`src/rtl/seq_div_if.sv`:
```
// Request/result bundle for the iterative divider: start with operands in,
// status and registered results out.
interface seq_div_if #(
  parameter int DATAWIDTH = 8
);
  logic                 start;
  logic [DATAWIDTH-1:0] A;
  logic [DATAWIDTH-1:0] B;
  logic                 busy;
  logic                 done;
  logic [DATAWIDTH-1:0] Quot;
  logic [DATAWIDTH-1:0] Rem;
  logic                 div_by_zero;

  modport master (
    output start, A, B,
    input  busy, done, Quot, Rem, div_by_zero
  );

  modport slave (
    input  start, A, B,
    output busy, done, Quot, Rem, div_by_zero
  );
endinterface

```
`src/rtl/seq_div.sv`:
```
// Restoring unsigned divider producing one quotient bit per clock; a zero
// divisor bypasses the iteration and reports a saturated quotient one edge later.
module seq_div #(
  parameter int DATAWIDTH = 8
) (
  input  logic      clk,
  input  logic      rst,
  seq_div_if.slave  bus
);

  localparam int W  = DATAWIDTH;
  localparam int CW = $clog2(W + 1);

  typedef enum logic [1:0] {
    IDLE,
    RUN,
    ZDIV,
    DONE
  } state_t;

  state_t         state, state_next;
  logic [W-1:0]   dividend, dividend_next;
  logic [W-1:0]   divisor, divisor_next;
  logic [W-1:0]   prem, prem_next;
  logic [CW-1:0]  count, count_next;
  logic [W-1:0]   quot, quot_next;
  logic [W-1:0]   rem, rem_next;
  logic           dbz, dbz_next;

  logic [W:0]     trial;
  logic           fits;
  logic [W-1:0]   diff_lo;
  logic [W-1:0]   step_rem;
  logic [W-1:0]   step_dividend;
  logic           accept;

  // The guard bit lives in trial; a kept difference is always below the
  // divisor, so only its low W bits need computing.
  always_comb begin
    trial         = {prem, dividend[W-1]};
    fits          = (trial >= {1'b0, divisor});
    diff_lo       = trial[W-1:0] - divisor;
    step_rem      = fits ? diff_lo : trial[W-1:0];
    step_dividend = {dividend[W-2:0], fits};
    accept        = bus.start && ((state == IDLE) || (state == DONE));
  end

  always_comb begin
    state_next    = state;
    dividend_next = dividend;
    divisor_next  = divisor;
    prem_next     = prem;
    count_next    = count;
    quot_next     = quot;
    rem_next      = rem;
    dbz_next      = dbz;

    case (state)
      IDLE, DONE: begin
        state_next = IDLE;
        if (accept) begin
          dividend_next = bus.A;
          divisor_next  = bus.B;
          prem_next     = '0;
          count_next    = '0;
          if (bus.B == '0) begin
            state_next = ZDIV;
          end else begin
            state_next = RUN;
            dbz_next   = 1'b0;
          end
        end
      end

      RUN: begin
        dividend_next = step_dividend;
        prem_next     = step_rem;
        count_next    = count + 1'b1;
        if (count == CW'(W - 1)) begin
          quot_next  = step_dividend;
          rem_next   = step_rem;
          state_next = DONE;
        end
      end

      ZDIV: begin
        quot_next  = '1;
        rem_next   = dividend;
        dbz_next   = 1'b1;
        state_next = DONE;
      end

      default: begin
        state_next = IDLE;
      end
    endcase
  end

  always_ff @(posedge clk or negedge rst) begin
    if (!rst) begin
      state    <= IDLE;
      dividend <= '0;
      divisor  <= '0;
      prem     <= '0;
      count    <= '0;
      quot     <= '0;
      rem      <= '0;
      dbz      <= 1'b0;
    end else begin
      state    <= state_next;
      dividend <= dividend_next;
      divisor  <= divisor_next;
      prem     <= prem_next;
      count    <= count_next;
      quot     <= quot_next;
      rem      <= rem_next;
      dbz      <= dbz_next;
    end
  end

  assign bus.busy        = (state == RUN);
  assign bus.done        = (state == DONE);
  assign bus.Quot        = quot;
  assign bus.Rem         = rem;
  assign bus.div_by_zero = dbz;

endmodule

```
`src/flat_wrapper.sv`:
```
// flat-port wrapper written by rule: the top's interface ports become plain ports
module seq_div_flat 
#(
  parameter int DATAWIDTH = 8
)
  (clk, rst, bus_start, bus_A, bus_B, bus_busy, bus_done, bus_Quot, bus_Rem, bus_div_by_zero);
  seq_div_if #(.DATAWIDTH(DATAWIDTH)) bus_i ();
  input  logic clk;
  input  logic rst;
  input wire logic [$bits(bus_i.start)-1:0] bus_start;
  input wire logic [$bits(bus_i.A)-1:0] bus_A;
  input wire logic [$bits(bus_i.B)-1:0] bus_B;
  output wire logic [$bits(bus_i.busy)-1:0] bus_busy;
  output wire logic [$bits(bus_i.done)-1:0] bus_done;
  output wire logic [$bits(bus_i.Quot)-1:0] bus_Quot;
  output wire logic [$bits(bus_i.Rem)-1:0] bus_Rem;
  output wire logic [$bits(bus_i.div_by_zero)-1:0] bus_div_by_zero;
  assign bus_i.start = bus_start;
  assign bus_i.A = bus_A;
  assign bus_i.B = bus_B;
  assign bus_busy = bus_i.busy;
  assign bus_done = bus_i.done;
  assign bus_Quot = bus_i.Quot;
  assign bus_Rem = bus_i.Rem;
  assign bus_div_by_zero = bus_i.div_by_zero;
  seq_div #(.DATAWIDTH(DATAWIDTH)) u_core (.clk(clk), .rst(rst), .bus(bus_i));
endmodule
```
`config.mk`:
```
export PLATFORM = sky130hd
export DESIGN_NAME = seq_div_flat
export DESIGN_NICKNAME = d
export VERILOG_FILES = /design/src/rtl/seq_div_if.sv /design/src/rtl/seq_div.sv /design/src/flat_wrapper.sv
export SDC_FILE = /design/constraint.sdc
export NUM_CORES = 1
export LEC_CHECK = 0
export ABC_AREA = 1
export BUFFER_PORTS_ARGS = -buffer_cell sky130_fd_sc_hd__buf_4
export CELL_PAD_IN_SITES_DETAIL_PLACEMENT = 1
export CELL_PAD_IN_SITES_GLOBAL_PLACEMENT = 1
export CORE_ASPECT_RATIO = 1.5
export CORE_MARGIN = 2
export CORE_UTILIZATION = 30
export CTS_CLUSTER_SIZE = 25
export DETAILED_ROUTE_END_ITERATION = 7
export HOLD_SLACK_MARGIN = 0.02
export PLACE_DENSITY = 0.69
export SYNTH_ARGS = -nofsm -noshare
export SYNTH_HDL_FRONTEND = slang
export SYNTH_SLANG_ARGS = --single-unit
```
`constraint.sdc`:
```
create_clock -name clk -period 1.64 [get_ports clk]
set_input_delay 0.082 -clock clk [delete_from_list [all_inputs] [get_ports clk]]
set_output_delay 0.082 -clock clk [all_outputs]
set_load 0.02 [all_outputs]
```
Word-level counts from Yosys, hierarchy flattened. Cells that the tools add are included.

Flip-flop bits (word level): 47. Input bits: 19. Output and inout bits: 19. Logic and storage cells: 48.

$add $sub $neg: 2. Magnitude comparators: 1. Equal/unequal tests: 7. Mux-type cells: 18. Reductions and logical operators: 12.

Operators with widths (count): case mux 8 bit (2 select lines) (4); two-way mux 8 bit (5); >= comparator 9 x 8 -> 1 bit (1); logical NOT 8 bit (1); case mux 4 bit (2 select lines) (1); subtractor 8 bit (1); two-way mux 2 bit (3); case mux 2 bit (3 select lines) (1); AND reduction 2 bit (3); nonzero test 2 bit (3); adder 4 x 1 -> 4 bit, second input constant (1); == test 2 bit, second input constant (2); == test 4 x 3 -> 1 bit, second input constant (1); two-way mux 4 bit (1); != test 2 x 1 -> 1 bit, second input constant (2); AND reduction 3 bit (1); == test 2 x 1 -> 1 bit, second input constant (1); logical NOT 2 bit (1); two-way mux 1 bit (2); != test 2 bit, second input constant (1); case mux 1 bit (2 select lines) (1); OR reduction 2 bit (1); logical AND 1 bit (1); logical OR 1 bit (1).

Longest topological paths before layout. Gate-level depths: netlist (run 1).

Word-level depth: 5. Depth in mapped cells: 13. Mapped depth without buffers: 13.

Least setup slack after synthesis (run 1). OpenSTA, ideal clock, no wires.

Path type: reg-to-reg. Start: reg u_core.state[1]. End: reg u_core.quot[0], in the netlist u_core.bus.Quot[0]. Setup time: 119 ps. Arrival: 1565 ps. Required time: 1521 ps. Setup slack: -44 ps. Stages on the path, launching flop included: 9. Path buffers: 1. Period minus slack after synthesis: 1684 ps. Cell sequence: dfrtp_1 -> inv_1 -> ha_1 -> inv_1 -> a21oi_2 -> buf_4 -> nand2_2 -> o22ai_1 -> inv_1.

Cells in the longest elaborated chain, start to end: 3. Elaborated cells on any way between the ends: 6. Classes of those cells: eq/ne (3); mux (1); reduce/logical (2).

RTL lines: start: declaration (RTL line seq_div.sv:21) `state_t state, state_next;`; start signal: assignment (RTL line seq_div.sv:110) `state <= state_next;`; == test 2 x 1 -> 1 bit (*); named net bus_busy (RTL line flat_wrapper.sv:13) `output wire logic [$bits(bus_i.busy)-1:0] bus_busy;`; != test 2 x 1 -> 1 bit (no source line) / nonzero test 2 bit (equally long branches); AND reduction 2 bit (no source line); end signal: assignment (RTL line seq_div.sv:115) `quot <= quot_next;`; end: declaration (RTL line seq_div.sv:26) `logic [W-1:0] quot, quot_next;`.

The timed path passes the listed nets; every way through them passes the cells marked *. A chain may end at the register's enable or synchronous reset.

Worst setup path after layout (run 1).
Start: reg u_core.prem[6]. End: reg u_core.prem[1].

Cells in the longest elaborated chain, start to end: 3.

RTL lines: start: declaration (RTL line seq_div.sv:24) `logic [W-1:0] prem, prem_next;`; start signal: assignment (RTL line seq_div.sv:113) `prem <= prem_next;`; >= comparator 9 x 8 -> 1 bit (RTL line seq_div.sv:41) `fits = (trial >= {1'b0, divisor});`; two-way mux 8 bit (RTL line seq_div.sv:43) `step_rem = fits ? diff_lo : trial[W-1:0];`; case mux 8 bit (2 select lines) (RTL line seq_div.sv:58) `case (state)`.

No other way between the ends.

==> flow_summary.rst, run 1 <==
.. list-table::
   :header-rows: 1

   * - Metric
     - Value
   * - Run status
     - finished, violations left
   * - Violated checks
     - setup timing
   * - Die Outline Area
     - a little under 10000 um^2
   * - Site Rows
     - 42
   * - Critical path class
     - register to register
   * - Hold path start
     - bus_A[7]
   * - WHS Path Cells
     - 3
   * - Number of inserted diodes
     - 0
   * - Worst reg2reg path startpoint
     - u_core.prem[6]
   * - Total cell area at the placement stage
     - roughly 3400 um^2
   * - IO Port Bufs
     - 37
   * - Setup slack of the critical path after layout
     - -0.234 ns
   * - Seq. cell area
     - about 1200 um^2
   * - Vias in the first global route
     - ~2.8k
   * - Effective utilization at floorplan
     - a little under a third
   * - Leading cell types in the layout, fill and taps excluded
     - sky130_fd_sc_hd__nand2_1 (93), sky130_fd_sc_hd__buf_4 (86), sky130_fd_sc_hd__dfrtp_1 (46)
   * - Share of the clock period used by the worst path
     - 114%
   * - Non-Filler Cell Area, Final
     - roughly 4200 um^2
   * - Remaining number of nets flagged by the antenna check after routing
     - 0
   * - Setup-failing EPs final
     - 18
   * - Clock Tree Buf Depth
     - 2
   * - Fmax achieved
     - ~530 MHz
   * - Layout cell share with drive strength beyond 1
     - a little under half
   * - Min Tclk post-route
     - approximately 1.9 ns
   * - First-pass detailed-route iteration total
     - 4
   * - Highest net fanout along the worst path
     - 6
   * - Length of routed met3 wiring
     - 280 um
   * - Vias/cell
     - 4.86
   * - Aggregate global routing overflow
     - 0
   * - Slew at the pin with the worst max-slew slack
     - between 0.6 and 0.7 ns
   * - Final Skew
     - slightly above 0.01 ns
   * - Clock H-tree levels
     - 2
   * - Multi-input gate area
     - around 1700 um^2
   * - Post-detailed-route DRC marker count
     - 0
   * - Total clock buffers created by CTS
     - 5
   * - Placer congestion estimate
     - approximately 0.85
   * - Arrival time of the worst setup path
     - approximately 2.1 ns
   * - Detailed route wirelength on metal2
     - between 5000 and 6000 um
   * - Largest net degree at the start of global routing
     - 48
   * - Core outline area
     - between 8000 and 9000 um^2
   * - Clock-pin slew reported for the worst setup and hold paths after clock tree synthesis
     - ~0.07 ns
   * - DR vias
     - between 2k and 3k
   * - Syn Inst Count
     - around 350
   * - Root cell of the clock tree
     - sky130_fd_sc_hd__clkbuf_16
   * - Headroom to the max-slew limit
     - between 50 and 60%
   * - Synthesized cell area
     - around 2700 um^2
   * - Unrepaired setup endpoints after global routing
     - true
   * - Later-pin clock latency in the skew report
     - 0.31 ns
   * - Required @ worst endpoint
     - about 1.8 ns
   * - Die span in y
     - ~120 um
   * - Count of unique library cells instantiated by Yosys
     - 34
   * - Horizontal die dimension
     - 81.4 um
   * - Cell taking the most area after synthesis
     - sky130_fd_sc_hd__dfrtp_1
   * - Post-Syn Area per Cell
     - around 7.7 um^2
   * - Top-area cell type share of the netlist area
     - 43.6%
   * - Top Metal Used
     - met4
   * - Number of antenna violations at the first check in global routing
     - 0
   * - Number of violations reported at the end of detailed-routing iteration 0
     - approximately 130
   * - Wire length the detailed router placed on met1
     - about 3400 um
   * - Syn-to-layout area delta
     - 54.3%
   * - Most common cell after layout, fill and taps aside
     - sky130_fd_sc_hd__nand2_1
   * - Startpoint type of the worst setup path
     - register
   * - Number of nets at the end of the flow
     - 476
   * - Seq/Total Area, Yosys
     - 43.6%
   * - Number of filler cells placed in the layout
     - between 1k and 1.5k
   * - Global Route Usage Sum
     - a little under a fifth
   * - Hold crit path type
     - primary input to register
   * - Syn_nets
     - 380
   * - Total of flip-flops plus latches after synthesis
     - 47
   * - Final Routed Wirelength
     - around 9400 um
   * - Wire length of the first global-routing pass
     - 13400 um
   * - Cell depth of the worst flop-to-flop path
     - 10
   * - Placement Setup Slack
     - -0.174 ns
   * - Start point of the critical path
     - u_core.prem[6]
   * - Half-perimeter wire length after detailed placement
     - about 5800 um
   * - Synthesis Warnings
     - 0
   * - Count of pins over their slew limit
     - 0
   * - Setup crit end kind
     - register
   * - Boundary pin count
     - 38
   * - Dominant cells by area after synthesis
     - sky130_fd_sc_hd__dfrtp_1 (44%), sky130_fd_sc_hd__nand2_1 (15%), sky130_fd_sc_hd__inv_1 (5.8%)
   * - Avg WL per Cell
     - 17.0 um
   * - Max Cap Viol
     - 0
   * - Clock tree from TritonCTS
     - built
   * - Number of failing hold endpoints at the final stage
     - 0
   * - Worst hold margin
     - a little under 0.02 ns
   * - Clk sinks
     - 47
-- repair_timing --
item,in CTS,in global routing
pin swaps,23,25
endpoints found under the hold margin,47,0
gates resized for setup,33,66
setup endpoints to repair,28,32
setup buffers,3,13
gates cloned,2,1
hold buffers,1,0
-- synth_stat cells --
| cell type | n |
|---|---|
| sky130_fd_sc_hd__nor3_1 | 1 |
| sky130_fd_sc_hd__a31oi_1 | 1 |
| sky130_fd_sc_hd__nor3_2 | 1 |
| sky130_fd_sc_hd__o221ai_1 | 1 |
| sky130_fd_sc_hd__nand3_2 | 1 |
| sky130_fd_sc_hd__buf_4 | 1 |
| sky130_fd_sc_hd__nand3_1 | 22 |
| sky130_fd_sc_hd__a211oi_1 | 1 |
| sky130_fd_sc_hd__and3_1 | 1 |
| sky130_fd_sc_hd__o21ai_2 | 1 |
| sky130_fd_sc_hd__a21oi_2 | 4 |
| sky130_fd_sc_hd__nand2_2 | 13 |
| sky130_fd_sc_hd__clkbuf_1 | 2 |
| sky130_fd_sc_hd__xor2_1 | 2 |
| sky130_fd_sc_hd__o21ai_0 | 19 |
| sky130_fd_sc_hd__o22ai_1 | 2 |
| sky130_fd_sc_hd__nand4_1 | 3 |
| sky130_fd_sc_hd__o21ai_1 | 5 |
| sky130_fd_sc_hd__nand2_1 | 109 |
| sky130_fd_sc_hd__nand4_2 | 1 |
| sky130_fd_sc_hd__inv_1 | 42 |
| sky130_fd_sc_hd__buf_2 | 4 |
| sky130_fd_sc_hd__buf_6 | 2 |
| sky130_fd_sc_hd__ha_1 | 12 |
| sky130_fd_sc_hd__xnor2_1 | 1 |
| sky130_fd_sc_hd__dfrtp_1 | 47 |
| sky130_fd_sc_hd__clkinv_1 | 1 |
| sky130_fd_sc_hd__nor2_4 | 2 |
| sky130_fd_sc_hd__nand2_4 | 1 |
| sky130_fd_sc_hd__fa_1 | 1 |
| sky130_fd_sc_hd__nand2_8 | 1 |
| sky130_fd_sc_hd__a21oi_1 | 22 |
| sky130_fd_sc_hd__nor2_1 | 15 |
| sky130_fd_sc_hd__inv_2 | 6 |
-- through the flow --
stage	TNS, ns	cells	util [%]
global route	-4.52	555	47.4
finish	-2.70	555	47.4
CTS	-0.686	542	43.2
detailed placement	-2.88	528	39.1
global placement	-1.25	528	39.1
floorplan	0	348	-
-- sequential cells by signal (all words and copies together), names as in the netlist --
name                    cells
u_core.dividend             8
u_core.bus.Rem              8
u_core.bus.div_by_zero      1
u_core.divisor              8
u_core.state                2
u_core.prem                 8
u_core.bus.Quot             8
u_core.count                4
-- final timing paths --
check | to | slack [ns]
setup / recovery | u_core.prem[1] | -0.23
hold / removal | u_core.dividend[7] | 0.02
min in group asynchronous | u_core.divisor[1] | 0.36
max in group asynchronous | u_core.prem[4] | 0.83
hold reg to reg | u_core.bus.Rem[5] | 0.49
setup reg to reg | u_core.prem[1] | -0.23
-- cell families after synthesis --
group                    count (synthesis)  share of synthesized area (%)
flip-flops                              47                           43.6
AO/OA/AOI/OAI                           56                           11.5
AND/OR/NAND/NOR                        171                           28.7
adder cells (fa/ha/maj)                 13                           6.31
buffers and inverters                   58                           8.96
XOR/XNOR                                 3                          0.975
-- critical path, stage by stage, from the launching register on --
cell	delay (ns)
sky130_fd_sc_hd__dfrtp_1	0.41
sky130_fd_sc_hd__ha_4	0.30
sky130_fd_sc_hd__inv_4	0.04
sky130_fd_sc_hd__buf_4	0.14
sky130_fd_sc_hd__nor3_4	0.21
sky130_fd_sc_hd__buf_4	0.18
sky130_fd_sc_hd__nand2_8	0.09
sky130_fd_sc_hd__nand3_1	0.16
sky130_fd_sc_hd__nand2_1	0.10
sky130_fd_sc_hd__nand2_1	0.08
sky130_fd_sc_hd__nand2_1	0.06
-- cell type report --
cell class	count	share of cell area, %
timing repair buffer	96	18.8
tap	110	3.31
sequential	47	28.3
multi-input combinational	245	41.1
inverter	49	4.72
clock buffer	6	3.34
clock inverter	2	0.391
-- routing by layer --
metal	vias up	track usage, %
li1	1296	-
met5	-	0
met4	0	9.32
met1	1302	20.0
met2	67	32.5
met3	30	2.86
Power of run 1 is not shown: default switching activity piles up to over one toggle a cycle in this logic, so the estimate is an artifact.
==> run 2, diff against run 1 <==
--- a/config.mk
+++ b/config.mk
@@ -12,6 +12,7 @@
 export CORE_ASPECT_RATIO = 1.5
 export CORE_MARGIN = 2
 export CORE_UTILIZATION = 30
+export CTS_BUF_LIST = sky130_fd_sc_hd__clkbuf_4 sky130_fd_sc_hd__clkbuf_8
 export CTS_CLUSTER_SIZE = 25
 export DETAILED_ROUTE_END_ITERATION = 7
 export HOLD_SLACK_MARGIN = 0.02
==> flow_summary.rst, run 2 (same netlist as run 1, synthesis figures left out) <==
.. list-table::
   :header-rows: 1

   * - Metric
     - Value
   * - Run status
     - finished, violations left
   * - Violated checks
     - setup timing
   * - Clock H-tree levels
     - 2
   * - Number of antenna violations at the first check in global routing
     - 0
   * - Setup slack of the critical path after layout
     - -0.162 ns
   * - Highest net fanout along the worst path
     - 4
   * - Syn-to-layout area delta
     - 55.6%
   * - Total cell area at the placement stage
     - roughly 3400 um^2
   * - Required @ worst endpoint
     - between 1.5 and 2 ns
   * - Half-perimeter wire length after detailed placement
     - about 5800 um
   * - Final Routed Wirelength
     - 9000 um
   * - Share of the clock period used by the worst path
     - 110%
   * - Global-route met1 utilization
     - around 20%
   * - IO Port Bufs
     - 37
   * - Hold crit path type
     - primary input to register
   * - Layout cell share with drive strength beyond 1
     - 46.8%
   * - Setup-failing EPs final
     - 24
   * - Max Cap Viol
     - 0
   * - Min Tclk post-route
     - 1.80 ns
   * - Vias in the first global route
     - between 2k and 3k
   * - Placer congestion estimate
     - 0.851
   * - Core outline area
     - ~9000 um^2
   * - Clock-pin slew reported for the worst setup and hold paths after clock tree synthesis
     - around 0.10 ns
   * - Number of inserted diodes
     - 0
   * - Die Outline Area
     - ~10000 um^2
   * - Later-pin clock latency in the skew report
     - around 0.32 ns
   * - Effective utilization at floorplan
     - a little over 30%
   * - Remaining number of nets flagged by the antenna check after routing
     - 0
   * - Unrepaired setup endpoints after global routing
     - true
   * - Avg WL per Cell
     - between 15 and 20 um
   * - GR Util met3
     - between 2 and 3%
   * - Global Route Usage Sum
     - approximately 18%
   * - Site Rows
     - 42
   * - Critical path class
     - register to register
   * - Fmax achieved
     - ~550 MHz
   * - Number of failing hold endpoints at the final stage
     - 0
   * - Leading cell types in the layout, fill and taps excluded
     - sky130_fd_sc_hd__nand2_1 (89), sky130_fd_sc_hd__buf_4 (87), sky130_fd_sc_hd__dfrtp_1 (47)
   * - Final Skew
     - 0.00774 ns
   * - Number of filler cells placed in the layout
     - around 1.0k
   * - Count of pins over their slew limit
     - 0
   * - Die span in y
     - between 100 and 150 um
   * - Post-detailed-route DRC marker count
     - 0
   * - DR vias
     - 2674
   * - Slew at the pin with the worst max-slew slack
     - 0.628 ns
   * - Clock tree from TritonCTS
     - built
   * - Largest net degree at the start of global routing
     - 48
   * - Headroom to the max-slew limit
     - between 50% and 60%
   * - Boundary pin count
     - 38
   * - Total clock buffers created by CTS
     - 5
   * - Met2 track demand over resource in global routing
     - between 30% and 40%
   * - Setup crit end kind
     - register
   * - Number of nets at the end of the flow
     - 482
   * - Non-Filler Cell Area, Final
     - 4200 um^2
   * - Number of violations reported at the end of detailed-routing iteration 0
     - slightly below 90
   * - Wire length of the first global-routing pass
     - approximately 13000 um
   * - Root cell of the clock tree
     - sky130_fd_sc_hd__clkbuf_8
   * - Startpoint type of the worst setup path
     - register
   * - Aggregate global routing overflow
     - 0
   * - Share of the core filled with cells
     - 47.8%
   * - Vias/cell
     - approximately 4.8
   * - Worst hold margin
     - 0.0370 ns
   * - Global routing's busiest layer
     - met2
   * - Arrival time of the worst setup path
     - between 2 and 2.5 ns
   * - Most common cell after layout, fill and taps aside
     - sky130_fd_sc_hd__nand2_1
   * - Clock Tree Buf Depth
     - 2
   * - Horizontal die dimension
     - 81.4 um
   * - First-pass detailed-route iteration total
     - 4
   * - Clk sinks
     - 47
-- run 2: cell types whose count changed in the layout (fill, tap and decap cells not counted), sizes merged --
cell	previous run	this run
buf	94	99
dlygate4sd3	1	2
-- run 2: area by class of cell --
cell class	count	area, um^2	area share, %
timing repair buffer	102	846	20.2
clock buffer	6	82.6	1.97
inverter	49	194	4.62
clock inverter	2	16.3	0.388
tap	110	138	3.28
multi-input combinational	245	1740	41.5
sequential	47	1180	28.0
-- run 2: path summary, 6_finish.rpt --
check                                        from                end  slack (ns)  cells past startpoint
max in group asynchronous                     rst    u_core.count[1]        0.88                      2
min in group asynchronous                     rst     u_core.prem[0]        0.35                      2
worst max-delay path               u_core.prem[6]  u_core.bus.Rem[0]       -0.16                     10
worst min-delay path                     bus_B[1]  u_core.divisor[1]        0.04                      3
worst min register to register  u_core.bus.Rem[5]  u_core.bus.Rem[5]        0.50                      2
worst max register to register     u_core.prem[6]  u_core.bus.Rem[0]       -0.16                     10
-- run 2: per-layer routing --
| layer | vias to the layer above | share of wire, % |
|---|---|---|
| met4 | 0 | 3.8 |
| met2 | 45 | 55 |
| met5 | - | 0 |
| li1 | 1312 | - |
| met1 | 1297 | 39 |
| met3 | 20 | 2.1 |
-- run 2: stage by stage --
stage	setup TNS [ns]	setup WS [ns]	std cells
after floorplan	0	0.00887	348
after global placement	-1.25	-0.0945	528
after detailed placement	-2.88	-0.174	528
after CTS	-0.724	-0.0618	546
after global routing	-4.32	-0.279	561
final	-2.03	-0.162	561
-- run 2: repair_timing --
item                                    in CTS  in global routing
endpoints found under the hold margin       48                  0
hold buffers                                 2                  0
resized for setup                           35                 70
cloned                                       2                  1
buffers inserted                             6                 14
pin swaps                                   20                 32
endpoints found under the setup margin      28                 32
-- run 2: worst max-delay path, cell delays in order (launching register included) --
cell and delay, ns:
sky130_fd_sc_hd__dfrtp_1 0.41, sky130_fd_sc_hd__ha_4 0.30, sky130_fd_sc_hd__inv_4 0.04, sky130_fd_sc_hd__buf_6 0.11
sky130_fd_sc_hd__nor3_4 0.21, sky130_fd_sc_hd__buf_4 0.15, sky130_fd_sc_hd__nand2_2 0.10, sky130_fd_sc_hd__nand3_2 0.11
sky130_fd_sc_hd__nand3_1 0.11, sky130_fd_sc_hd__nand2_1 0.09, sky130_fd_sc_hd__nand2_1 0.05
Power of run 2 is left out for the same reason.
